`config.mk`:
```
export PLATFORM = sky130hd
export DESIGN_NAME = lcd_bus_arbiter_flat
export DESIGN_NICKNAME = d
export VERILOG_FILES = /design/src/rtl/lcd_bus_arbiter_if.sv /design/src/rtl/lcd_bus_arbiter.sv /design/src/flat_wrapper.sv
export SDC_FILE = /design/constraint.sdc
export NUM_CORES = 1
export LEC_CHECK = 0
export CAP_MARGIN = 20
export CORE_UTILIZATION = 50
export DETAILED_ROUTE_END_ITERATION = 6
export PLACE_DENSITY = 0.8
export SETUP_SLACK_MARGIN = 0.15
export SYNTH_ARGS = -nofsm -noshare
export SYNTH_HDL_FRONTEND = slang
export SYNTH_SLANG_ARGS = --single-unit
```
`constraint.sdc`:
```
create_clock -name clock -period 2.4 [get_ports clock]
set_input_delay 0.48 -clock clock [delete_from_list [all_inputs] [get_ports clock]]
set_output_delay 0.48 -clock clock [all_outputs]
set_load 0.02 [all_outputs]
```
`src/rtl/lcd_bus_arbiter_if.sv`:
```
// ============================================================================
// Module      : lcd_bus_arbiter_if
// Description : Requester handshake and HD44780-style LCD write bus bundle for
//               lcd_bus_arbiter. The slave modport is the arbiter's view. The
//               master modport is the requester/LCD side.
//               req_valid/req_rs/req_last : per-requester byte qualifiers
//               req_data                  : requester i on [8i+7:8i]
//               req_ready/grant           : per-requester accept strobe / owner
//               busy,E,RS,RW,DATA         : arbiter status and LCD pins
//               timeout                   : present only with LCD_ARB_TIMEOUT_EN
// Revision    : 1.0 - initial release
// ============================================================================
`default_nettype none

interface lcd_bus_arbiter_if #(
    parameter int NUM_REQ = 3
);
    logic [NUM_REQ-1:0]   req_valid;
    logic [NUM_REQ-1:0]   req_rs;
    logic [8*NUM_REQ-1:0] req_data;
    logic [NUM_REQ-1:0]   req_last;
    logic [NUM_REQ-1:0]   req_ready;
    logic [NUM_REQ-1:0]   grant;
    logic                 busy;
    logic                 E;
    logic                 RS;
    logic                 RW;
    logic [7:0]           DATA;
`ifdef LCD_ARB_TIMEOUT_EN
    logic                 timeout;
`endif

    modport slave (
        input  req_valid, req_rs, req_data, req_last,
        output req_ready, grant, busy, E, RS, RW, DATA
`ifdef LCD_ARB_TIMEOUT_EN
        , output timeout
`endif
    );

    modport master (
        output req_valid, req_rs, req_data, req_last,
        input  req_ready, grant, busy, E, RS, RW, DATA
`ifdef LCD_ARB_TIMEOUT_EN
        , input timeout
`endif
    );
endinterface

`default_nettype wire

```
`src/rtl/lcd_bus_arbiter.sv`:
```
// ============================================================================
// Module      : lcd_bus_arbiter
// Description : Round-robin arbiter sharing one HD44780-style LCD write bus
//               between NUM_REQ requesters. Bursts are atomic (grant held
//               until a byte flagged last has been written). Each byte gets
//               setup, E pulse, hold and a busy wait (longer after clear/home).
// Ports       : clock - system clock, all state on posedge
//               reset - asynchronous, active-high
//               bus   - lcd_bus_arbiter_if.slave (requester handshake + LCD pins)
// Option      : LCD_ARB_TIMEOUT_EN adds bus.timeout and abandons a burst whose
//               owner stays idle for TIMEOUT_CYCLES cycles in ACCEPT.
// Revision    : 1.0 - initial release
// ============================================================================
`default_nettype none

module lcd_bus_arbiter #(
    parameter int NUM_REQ        = 3,
    parameter int E_HIGH_CYCLES  = 2,
    parameter int BUSY_CYCLES    = 40,
    parameter int CLEAR_CYCLES   = 1600,
    parameter int TIMEOUT_CYCLES = 255
) (
    input wire logic          clock,
    input wire logic          reset,
    lcd_bus_arbiter_if.slave  bus
);
    localparam int c_max_a   = (CLEAR_CYCLES > TIMEOUT_CYCLES) ? CLEAR_CYCLES : TIMEOUT_CYCLES;
    localparam int c_max_cnt = (c_max_a > E_HIGH_CYCLES) ? c_max_a : E_HIGH_CYCLES;
    localparam int c_cnt_w   = $clog2(c_max_cnt + 1);
    localparam int c_idx_w   = $clog2(NUM_REQ);

    typedef enum logic [2:0] {
        S_IDLE   = 3'd0,
        S_ACCEPT = 3'd1,
        S_SETUP  = 3'd2,
        S_PULSE  = 3'd3,
        S_HOLD   = 3'd4,
        S_WAIT   = 3'd5
    } state_t;

    state_t               r_state;
    logic [NUM_REQ-1:0]   r_grant;
    logic [c_idx_w-1:0]   r_gidx;
    logic [c_idx_w-1:0]   r_rr;
    logic [c_cnt_w-1:0]   r_cnt;
    logic                 r_E;
    logic                 r_RS;
    logic [7:0]           r_DATA;
    logic                 r_last;
`ifdef LCD_ARB_TIMEOUT_EN
    logic                 r_timeout;
`endif

    logic                 w_found;
    logic [c_idx_w-1:0]   w_next;
    logic                 w_valid_g;
    logic                 w_clear;

    // First valid requester searching upward from the one after the last owner.
    always_comb begin
        int idx;
        w_found = 1'b0;
        w_next  = r_rr;
        idx     = 0;
        for (int k = 1; k <= NUM_REQ; k++) begin
            idx = (int'(r_rr) + k) % NUM_REQ;
            if (!w_found && bus.req_valid[idx]) begin
                w_found = 1'b1;
                w_next  = c_idx_w'(idx);
            end
        end
    end

    assign w_valid_g = bus.req_valid[r_gidx];

    // Clear (0x01) and home (0x02/0x03) commands need the long wait.
    assign w_clear = !r_RS && (r_DATA == 8'h01 || r_DATA == 8'h02 || r_DATA == 8'h03);

    always_ff @(posedge clock or posedge reset) begin
        if (reset) begin
            r_state   <= S_IDLE;
            r_grant   <= '0;
            r_gidx    <= '0;
            r_rr      <= c_idx_w'(NUM_REQ - 1);
            r_cnt     <= '0;
            r_E       <= 1'b0;
            r_RS      <= 1'b0;
            r_DATA    <= 8'h00;
            r_last    <= 1'b0;
`ifdef LCD_ARB_TIMEOUT_EN
            r_timeout <= 1'b0;
`endif
        end else begin
`ifdef LCD_ARB_TIMEOUT_EN
            r_timeout <= 1'b0;
`endif
            case (r_state)
                S_IDLE: begin
                    r_cnt <= '0;
                    if (w_found) begin
                        r_grant <= NUM_REQ'(1) << w_next;
                        r_gidx  <= w_next;
                        r_state <= S_ACCEPT;
                    end
                end
                S_ACCEPT: begin
                    if (w_valid_g) begin
                        r_RS    <= bus.req_rs[r_gidx];
                        r_DATA  <= bus.req_data[{r_gidx, 3'b000} +: 8];
                        r_last  <= bus.req_last[r_gidx];
                        r_cnt   <= '0;
                        r_state <= S_SETUP;
                    end
`ifdef LCD_ARB_TIMEOUT_EN
                    // Owner went quiet mid-burst: abandon it and release the bus.
                    else if (r_cnt == c_cnt_w'(TIMEOUT_CYCLES - 1)) begin
                        r_timeout <= 1'b1;
                        r_rr      <= r_gidx;
                        r_grant   <= '0;
                        r_cnt     <= '0;
                        r_state   <= S_IDLE;
                    end else begin
                        r_cnt <= r_cnt + c_cnt_w'(1);
                    end
`endif
                end
                S_SETUP: begin
                    r_E     <= 1'b1;
                    r_cnt   <= c_cnt_w'(E_HIGH_CYCLES - 1);
                    r_state <= S_PULSE;
                end
                S_PULSE: begin
                    if (r_cnt == '0) begin
                        r_E     <= 1'b0;
                        r_state <= S_HOLD;
                    end else begin
                        r_cnt <= r_cnt - c_cnt_w'(1);
                    end
                end
                S_HOLD: begin
                    r_cnt   <= w_clear ? c_cnt_w'(CLEAR_CYCLES - 1) : c_cnt_w'(BUSY_CYCLES - 1);
                    r_state <= S_WAIT;
                end
                S_WAIT: begin
                    if (r_cnt == '0) begin
                        if (r_last) begin
                            r_rr    <= r_gidx;
                            r_grant <= '0;
                            r_state <= S_IDLE;
                        end else begin
                            r_state <= S_ACCEPT;
                        end
                    end else begin
                        r_cnt <= r_cnt - c_cnt_w'(1);
                    end
                end
                default: begin
                    r_E     <= 1'b0;
                    r_grant <= '0;
                    r_state <= S_IDLE;
                end
            endcase
        end
    end

    assign bus.req_ready = r_grant & {NUM_REQ{r_state == S_ACCEPT}};
    assign bus.grant     = r_grant;
    assign bus.busy      = (r_state != S_IDLE);
    assign bus.E         = r_E;
    assign bus.RS        = r_RS;
    assign bus.RW        = 1'b0;
    assign bus.DATA      = r_DATA;
`ifdef LCD_ARB_TIMEOUT_EN
    assign bus.timeout   = r_timeout;
`endif

endmodule

`default_nettype wire

```
`src/flat_wrapper.sv`:
```
// flat-port wrapper written by rule: the top's interface ports become plain ports
module lcd_bus_arbiter_flat 
#(
    parameter int NUM_REQ        = 3,
    parameter int E_HIGH_CYCLES  = 2,
    parameter int BUSY_CYCLES    = 40,
    parameter int CLEAR_CYCLES   = 1600,
    parameter int TIMEOUT_CYCLES = 255
)
  (clock, reset, bus_req_valid, bus_req_rs, bus_req_data, bus_req_last, bus_req_ready, bus_grant, bus_busy, bus_E, bus_RS, bus_RW, bus_DATA);
  lcd_bus_arbiter_if #(.NUM_REQ(NUM_REQ)) bus_i ();
  input wire logic clock;
  input wire logic reset;
  input wire logic [$bits(bus_i.req_valid)-1:0] bus_req_valid;
  input wire logic [$bits(bus_i.req_rs)-1:0] bus_req_rs;
  input wire logic [$bits(bus_i.req_data)-1:0] bus_req_data;
  input wire logic [$bits(bus_i.req_last)-1:0] bus_req_last;
  output wire logic [$bits(bus_i.req_ready)-1:0] bus_req_ready;
  output wire logic [$bits(bus_i.grant)-1:0] bus_grant;
  output wire logic [$bits(bus_i.busy)-1:0] bus_busy;
  output wire logic [$bits(bus_i.E)-1:0] bus_E;
  output wire logic [$bits(bus_i.RS)-1:0] bus_RS;
  output wire logic [$bits(bus_i.RW)-1:0] bus_RW;
  output wire logic [$bits(bus_i.DATA)-1:0] bus_DATA;
  assign bus_i.req_valid = bus_req_valid;
  assign bus_i.req_rs = bus_req_rs;
  assign bus_i.req_data = bus_req_data;
  assign bus_i.req_last = bus_req_last;
  assign bus_req_ready = bus_i.req_ready;
  assign bus_grant = bus_i.grant;
  assign bus_busy = bus_i.busy;
  assign bus_E = bus_i.E;
  assign bus_RS = bus_i.RS;
  assign bus_RW = bus_i.RW;
  assign bus_DATA = bus_i.DATA;
  lcd_bus_arbiter #(.NUM_REQ(NUM_REQ), .E_HIGH_CYCLES(E_HIGH_CYCLES), .BUSY_CYCLES(BUSY_CYCLES), .CLEAR_CYCLES(CLEAR_CYCLES), .TIMEOUT_CYCLES(TIMEOUT_CYCLES)) u_core (.clock(clock), .reset(reset), .bus(bus_i));
endmodule
```
## Word-level counts from Yosys, hierarchy flattened

Cells that the tools add are included.

| word-level totals | value |
|---|---|
| bits in registers | 32 |

| operators by class | value |
|---|---|
| $lt $le $gt $ge | 4 |
| eq/ne operators | 14 |
| add/sub/neg operators | 4 |
| multiplexer cells | 37 |
| shift-type cells | 2 |
| div/mod/pow operators | 3 |
| bitwise logic cells | 3 |
| reduce and logical (&&, ||, !) cells | 22 |

Operators with widths:

| operator | number |
|---|---|
| $lt A32 B4 Y1 const B | 3 |
| $mod A32 B3 Y32 const B | 3 |
| $pmux W11 S5 | 1 |
| $mux W11 | 3 |
| $shiftx A24 B6 Y8 | 1 |
| $mux W3 | 7 |
| $pmux W3 S6 | 1 |
| $eq A8 B2 Y1 const B | 2 |
| $mux W1 | 14 |
| $bmux W1 S2 | 6 |
| $logic_not A11 Y1 | 1 |
| $sub A11 B1 Y11 const B | 1 |
| $ne A2 B1 Y1 const B | 5 |
| $pmux W3 S3 | 1 |
| $eq A8 B1 Y1 const B | 1 |
| $reduce_and A4 Y1 | 2 |
| $reduce_or A4 Y1 | 2 |
| $add A2 B2 Y3 const B | 2 |
| $eq A3 B2 Y1 const B | 2 |
| $eq A3 B3 Y1 const B | 2 |
| $mux W2 | 3 |
| $reduce_and A2 Y1 | 3 |
| $reduce_and A3 Y1 | 2 |
| $reduce_bool A5 Y1 | 1 |
| 14 further kinds | 20 |

## Longest topological paths before layout

Gate-level depths: netlist of the first run.

| logic depth | value |
|---|---|
| depth in word-level cells | 15 |
| mapped depth | 8 |
| depth with buffers taken out | 7 |

## Worst setup path before layout of the first run

Ideal clock, no wire load.

| path | value |
|---|---|
| path kind | reg2reg |
| from | register u_core.r_cnt[7] |
| to | register u_core.r_cnt[3] |
| arrival | 1964 ps |
| buffers on the path | 0 |
| clock period less this slack | 2100 ps |
| data required time | 2264 ps |
| path slack | 300 ps |
| stages on the path, launching flop included | 6 |
| path through | dfrtp_1 -> or4_4 -> or4_4 -> o211ai_4 -> nand3b_1 -> o311ai_1 |

| between the ends | value |
|---|---|
| longest elaborated chain between the ends | 3 |

Ends and longest elaborated chain:

| what | line | RTL |
|---|---|---|
| start: declaration | lcd_bus_arbiter.sv:45 | `logic [c_cnt_w-1:0] r_cnt;` |
| start signal: assignment | lcd_bus_arbiter.sv:129 | `r_cnt <= c_cnt_w'(E_HIGH_CYCLES - 1);` |
| start signal: assignment | lcd_bus_arbiter.sv:137 | `r_cnt <= r_cnt - c_cnt_w'(1);` |
| start signal: assignment | lcd_bus_arbiter.sv:141 | `r_cnt <= w_clear ? c_cnt_w'(CLEAR_CYCLES - 1) : c_cnt_w'(BUSY_CYCLES - 1);` |
| $logic_not A11 Y1 | lcd_bus_arbiter.sv:133, lcd_bus_arbiter.sv:145 |  |
| $ne A2 B2 Y1 (no line) | n/a |  |
| $reduce_and A3 Y1 (no line) | n/a |  |

No other way between the ends.
A chain may end at the register's enable or synchronous reset.

## Worst setup path in the final report of the first run

| path | value |
|---|---|
| from | register u_core.r_state[1] |
| to | output bus_busy |

| between the ends | value |
|---|---|
| longest elaborated chain between the ends | 1 |

Ends and longest elaborated chain:

| what | line | RTL |
|---|---|---|
| start: declaration | lcd_bus_arbiter.sv:41 | `state_t r_state;` |
| start signal: assignment | lcd_bus_arbiter.sv:81 | `r_state <= S_IDLE;` |
| start signal: assignment | lcd_bus_arbiter.sv:103 | `r_state <= S_ACCEPT;` |
| start signal: assignment | lcd_bus_arbiter.sv:112 | `r_state <= S_SETUP;` |
| $reduce_bool A3 Y1 | lcd_bus_arbiter.sv:168 | `assign bus.busy = (r_state != S_IDLE);` |
| end: declaration | flat_wrapper.sv:20 | `output wire logic [$bits(bus_i.busy)-1:0] bus_busy;` |

No other way between the ends.

==> metrics.txt, run 1 <==
status=finished clean; f_max=457 MHz; largest net degree at the start of global routing=33; vias per cell=5.68; Initial Util=53.4%; antenna-violating nets left=0; port bufs=51; Sink Count=32; CP max stage delay=540 ps; # DRC=0; gr ovfl total=0; Max IR drop VDD=0.000674 V; count of pins over their slew limit=0; vias in the first global route=1,890; pwr dens=1410 mW/mm^2; Synth top area share=35.5%; max layer used=met4; Hold Vio Cnt, Final=0; Die Span Y=68.1 um; total CTS buffers=5; Critical-path top delay cell=clkdlybuf4s50_1; Total GRT Usage=23.7%; skew final=4.29 ps; fin crit share=91.1%; cells along the critical path=buf_4 > nor3_2 > inv_1 > clkdlybuf4s50_1; initial antenna violation count=0; DP Worst Slack=14.0 ps; Netlist cell types=49; Int Pwr=2360 uW; simple-gate share of the synthesized area=26.3%; Post-Synth Adder-Cell Area=2.29%; WP data required=1920 ps; Max FO, Critical Path=15; post-layout util=72.7%; Crit Path Class=flop to output pin; Min Clock Period, post-route=2190 ps; clk slew on worst S/H paths=60 ps; met2 WL=2.52 mm; dominant combinational cell family by area after synthesis=simple AND/OR/NAND/NOR gates; Seq/Total Area, Yosys=36.7%; CTS Buffer Depth=2; sum of negative setup slack=0 ps; syn nets=308; Clk Latency, worst-skew pair=280 ps; final WL=5.09 mm; HP Class=flop to flop; Met3 Wirelength=228 um; Mapped Cells=269; combinational power share=65.4%; Setup WS post-layout=214 ps; layout cells sized above 1=11.7%; synth top area cells=dfrtp_1 (36%), o21ai_0 (8.0%), mux2i_1 (7.3%); drt pass-1 iters=4; H-tree Lvls=2; Fillers=319; Root Buffer=clkbuf_8; Final GP Congestion=0.896; Worst EP arrival=1710 ps; Post-Place Cell Area=0.00279 sq mm; Met1 Routed Length=2.26 mm; CP Launch Type=flop; IO Pins=53; max-cap violations=0; Setup violations, final=0; RSZ-0062 raised after global routing=false; PnR Total Power=4200 uW; FFs w/ async S/R, synth=100%; Clock power frac=11.8%; Worst setup EP type=output pin; DP HPWL=3.64 mm; flops & latches, synth=32; vias after detailed routing=2,168; synth warn=0; Avg WL per Cell=13.3 um; CTS tree=done; Die Footprint=0.00463 sq mm; area delta synth->final=36.1%; core region area=0.00409 sq mm; leakage power=0.00133 uW; width of the chip=68.1 um; Yosys top cell by area=dfrtp_1; post-synthesis mux area share=7.34%; Compound-Gate Fraction of Synth Area=21.3%; diodes inserted=0; EDFF count, synth=0; synthesized area per cell=8.12 sq um; sequential share of power=22.9%; main flop type after synthesis=dfrtp_1; # nets final=370; Sw Pwr=1840 uW; Rows=23; sw frac=43.8%; most frequent cell after synthesis=o21ai_0; Post-Synthesis Cell Area=0.00218 sq mm; 1st-iter DRT viols=120; xor-xnor portion of the synthesized cell area=0.401%; final instance area=0.00297 sq mm; Commonest cells post-synth=o21ai_0 (35), nor2_1 (34), dfrtp_1 (31), nand2_1 (22), mux2i_1 (16); first-pass GRT wire length=8.27 mm
## worst max-delay path: cells and delay by family (launching register included)
kind	cells	cell delay, ps
buffers and inverters	3	800
flip-flops	1	380
AND/OR/NAND/NOR	1	250
## registers in the layout, indices dropped and copies added, names as in the netlist
name              flops
u_core.r_last         1
u_core.r_rr           2
u_core.bus.grant      3
u_core.r_cnt         11
u_core.bus.RS         1
u_core.bus.DATA       8
u_core.bus.E          1
u_core.r_state        3
u_core.r_gidx         2
## layout by cell type, fill, tap and decap left out, drive strengths merged, types with 2 or more instances in the layout
master	instances
clkbuf	6
nor2	34
buf	21
o22ai	2
nand3b	5
and3b	2
or3	5
mux2i	16
clkdlybuf4s50	48
nand3	6
ha	4
nor4bb	2
nand2	22
a21boi	2
and3	2
inv	12
o21ai	35
nor3	10
a21oi	14
nor3b	3
o211ai	8
dlymetal6s2s	3
and2	4
dfrtp	31
o31ai	2
o21a	2
nor4	5
nor2b	4
or4	3
## power groups by stage
stage | combinational (uW) | sequential [uW] | clock (uW)
floorplan | 1710 | 1030 | 0
global route | 3050 | 988 | 530
global placement | 2530 | 958 | 0
detailed placement | 2570 | 966 | 0
CTS | 2650 | 958 | 509
finish | 2740 | 960 | 494
## what timing repair did
action,in CTS,in global routing
cloned,0,1
endpoints found under the setup margin,5,13
resized for setup,1,8
buffers inserted,2,3
endpoints found under the hold margin,0,0
pin swaps,1,2
hold buffers,0,0
## layout make-up
cell class / count / area [sq um] / area share (%)
flip-flops and latches: 32 / 802 / 27.0
inverters: 12 / 45.0 / 1.52
repair buffers: 72 / 677 / 22.8
clock buffers: 6 / 72.6 / 2.44
clock inverters: 2 / 35.0 / 1.18
multi-input cells: 208 / 1280 / 43.0
well taps: 50 / 62.6 / 2.11
## worst paths after layout
check	slack, ps	depth (start not counted)	end	from
worst max-delay path	210	4	bus_busy	u_core.r_state[1]
min in group asynchronous	580	3	u_core.bus.DATA[1]	reset
worst max register to register	250	7	u_core.bus.grant[0]	u_core.r_rr[1]
worst min-delay path	490	2	u_core.bus.E	u_core.bus.E
max in group asynchronous	1500	3	u_core.r_rr[1]	reset
worst min register to register	490	2	u_core.bus.E	u_core.bus.E
## per-layer routing
metal	GRT usage [%]	up-vias
li1	-	1084
met1	30.0	1014
met2	38.7	62
met3	4.33	8
met4	11.2	0
met5	0	-
## stage by stage
stage	hold WS, ps	std cells
floorplan	461	269
global placement	465	368
detailed placement	483	368
CTS	497	378
global route	531	382
finish	485	382
## kinds of logic (layout without fill, tap and decap cells)
logic type,count (synthesis),count (layout)
AND/OR/NAND/NOR,111,111
buffers and inverters,29,92
XOR/XNOR,1,1
other,1,1
multiplexers,16,16
adder cells (fa/ha/maj),4,4
AO/OA/AOI/OAI,75,75
flip-flops,32,32
(Power assumes the default switching activity.)
==> run 2: changes to the inputs <==
--- a/config.mk
+++ b/config.mk
@@ -10,6 +10,7 @@
 export DETAILED_ROUTE_END_ITERATION = 6
 export PLACE_DENSITY = 0.8
 export SETUP_SLACK_MARGIN = 0.15
+export SKIP_LAST_GASP = 1
 export SYNTH_ARGS = -nofsm -noshare
 export SYNTH_HDL_FRONTEND = slang
 export SYNTH_SLANG_ARGS = --single-unit
==> results of run 2 <==
No change in the layout: final DEF, timing and power equal those of run 1.
==> run 3: changes to the inputs <==
--- a/config.mk
+++ b/config.mk
@@ -6,9 +6,10 @@
 export NUM_CORES = 1
 export LEC_CHECK = 0
 export CAP_MARGIN = 20
-export CORE_UTILIZATION = 50
+export CORE_UTILIZATION = 51
 export DETAILED_ROUTE_END_ITERATION = 6
-export PLACE_DENSITY = 0.8
+export DONT_BUFFER_PORTS = 1
+export PLACE_DENSITY = 0.76
 export SETUP_SLACK_MARGIN = 0.15
 export SKIP_LAST_GASP = 1
 export SYNTH_ARGS = -nofsm -noshare
==> metrics.txt, run 3 (synthesized netlist as in run 1, its figures left out) <==
status=finished clean; vias per cell=5.97; reg-to-reg slack, setup=240 ps; pwr dens=1600 mW/mm^2; antenna-violating nets left=0; diodes inserted=0; H-tree Lvls=2; HP Class=primary input to async pin; # DRC=0; reg2reg end=u_core.r_cnt[3]; Hold Vio Cnt, Final=0; Initial Util=53.8%; vias in the first global route=1,688; f_max=462 MHz; port bufs=0; Max FO, Critical Path=6; Max IR drop VDD=0.000732 V; 1st-iter DRT viols=162; Avg WL per Cell=14.4 um; initial antenna violation count=0; first-pass GRT wire length=7.60 mm; WP data required=2560 ps; Total GRT Usage=22.6%; area delta synth->final=10.4%; fin crit share=90.1%; Slew @ Worst Pin=633 ps; CTS Buffer Depth=2; clk slew on worst S/H paths=70 ps; Placed Cells=312; width of the chip=67.4 um; gr ovfl total=0; max FFs per register=11; Worst Reg-to-Reg Cells=5; Final GP Congestion=0.869; Worst setup EP type=flop; # nets final=313; layout cells sized above 1=12.0%; core region area=0.00406 sq mm; IO Pins=53; Die Footprint=0.00455 sq mm; skew final=6.17 ps; Rows=23; Setup WS post-layout=237 ps; RSZ-0062 raised after global routing=true; Setup violations, final=0; R2R Path Start=u_core.r_cnt[9]; CTS tree=done; Max-slew headroom=57.7%; Worst EP arrival=2320 ps; count of pins over their slew limit=0; vias after detailed routing=1,941; Fillers=358; Crit Path Class=flop to flop; DP HPWL=3.34 mm; final WL=4.67 mm; largest net degree at the start of global routing=33; Sink Count=32; leakage power=0.00105 uW; total CTS buffers=5; Reg with most FFs=u_core.r_cnt; PnR Total Power=3860 uW; sum of negative setup slack=0 ps; Root Buffer=clkbuf_8; Post-Place Cell Area=0.00225 sq mm; most frequent cells in the layout=o21ai_0 (35), nor2_1 (34), dfrtp_1 (31), nand2_1 (22), mux2i_1 (16); CP Launch Type=flop; DP Worst Slack=196 ps; fin cells=325; max-cap violations=0; final instance area=0.00241 sq mm; Min Clock Period, post-route=2160 ps; Clk Latency, worst-skew pair=290 ps; leading cell type in the layout, fill and taps excluded=o21ai_0; drt pass-1 iters=4; Die Span Y=67.4 um
==> run 3: cell count changes in the layout (fill, tap and decap cells not counted) <==
cell,delta
buf_2,-1
buf_4,-5
clkbuf_1,-1
clkdlybuf4s50_1,-48
clkinvlp_4,+1
dlymetal6s2s_1,-3
nor3_1,+1
nor3_2,-1
o21ai_0,+1
o21ai_1,-1
==> run 3: critical path, cell delays in order, from the launching register on <==
cell,delay (ps)
dfrtp_1,400
or4_4,550
or4_4,520
o211ai_4,240
nand3b_1,200
o311ai_1,120
==> run 3: how the worst max path moves through the flow <==
stage	from	slack, ps	cells past startpoint	to
finish	u_core.r_cnt[9]	240	5	u_core.r_cnt[3]
global route	u_core.r_cnt[0]	120	7	u_core.r_cnt[3]
CTS	u_core.r_cnt[9]	170	5	u_core.r_cnt[3]
detailed placement	u_core.r_cnt[9]	200	5	u_core.r_cnt[3]
global placement	u_core.r_cnt[7]	240	5	u_core.r_cnt[3]
floorplan	u_core.r_cnt[7]	300	5	u_core.r_cnt[3]
==> run 3: power breakdown <==
| part | switching [uW] | internal, uW | leakage, uW |
|---|---|---|---|
| Clock | 217 | 307 | 0.0000541 |
| Sequential | 381 | 764 | 0.000415 |
| Combinational | 1180 | 1010 | 0.000581 |
| Total | 1780 | 2080 | 0.00105 |
==> run 3: layout make-up <==
| class | count | area (sq um) | share of cell area [%] |
|---|---|---|---|
| clock buffers | 5 | 68.8 | 2.86 |
| clock inverters | 3 | 42.5 | 1.77 |
| inverters | 12 | 45.0 | 1.87 |
| multi-input cells | 208 | 1270 | 52.8 |
| flip-flops and latches | 32 | 802 | 33.3 |
| well taps | 50 | 62.6 | 2.60 |
| repair buffers | 15 | 116 | 4.83 |
==> run 3: layer usage <==
layer  up-vias  track usage (%)  part of all wire (%)
met4         0             8.24                   1.2
met1       903             29.3                    47
met2        60             35.5                    46
met3         6             6.59                   6.5
li1        972                -                     -
met5         -                0                     0
==> run 3: timing repair <==
action,in CTS,in global routing
buffers inserted,0,5
endpoints found under the setup margin,0,14
resized for setup,0,4
hold buffers,0,0
==> run 3: per-stage QoR <==
stage | hold slack [ps] | util (%)
floorplan | 461 | -
global placement | 478 | 55.4
detailed placement | 479 | 55.4
CTS | 165 | 58.1
global route | 180 | 59.4
finish | 157 | 59.4
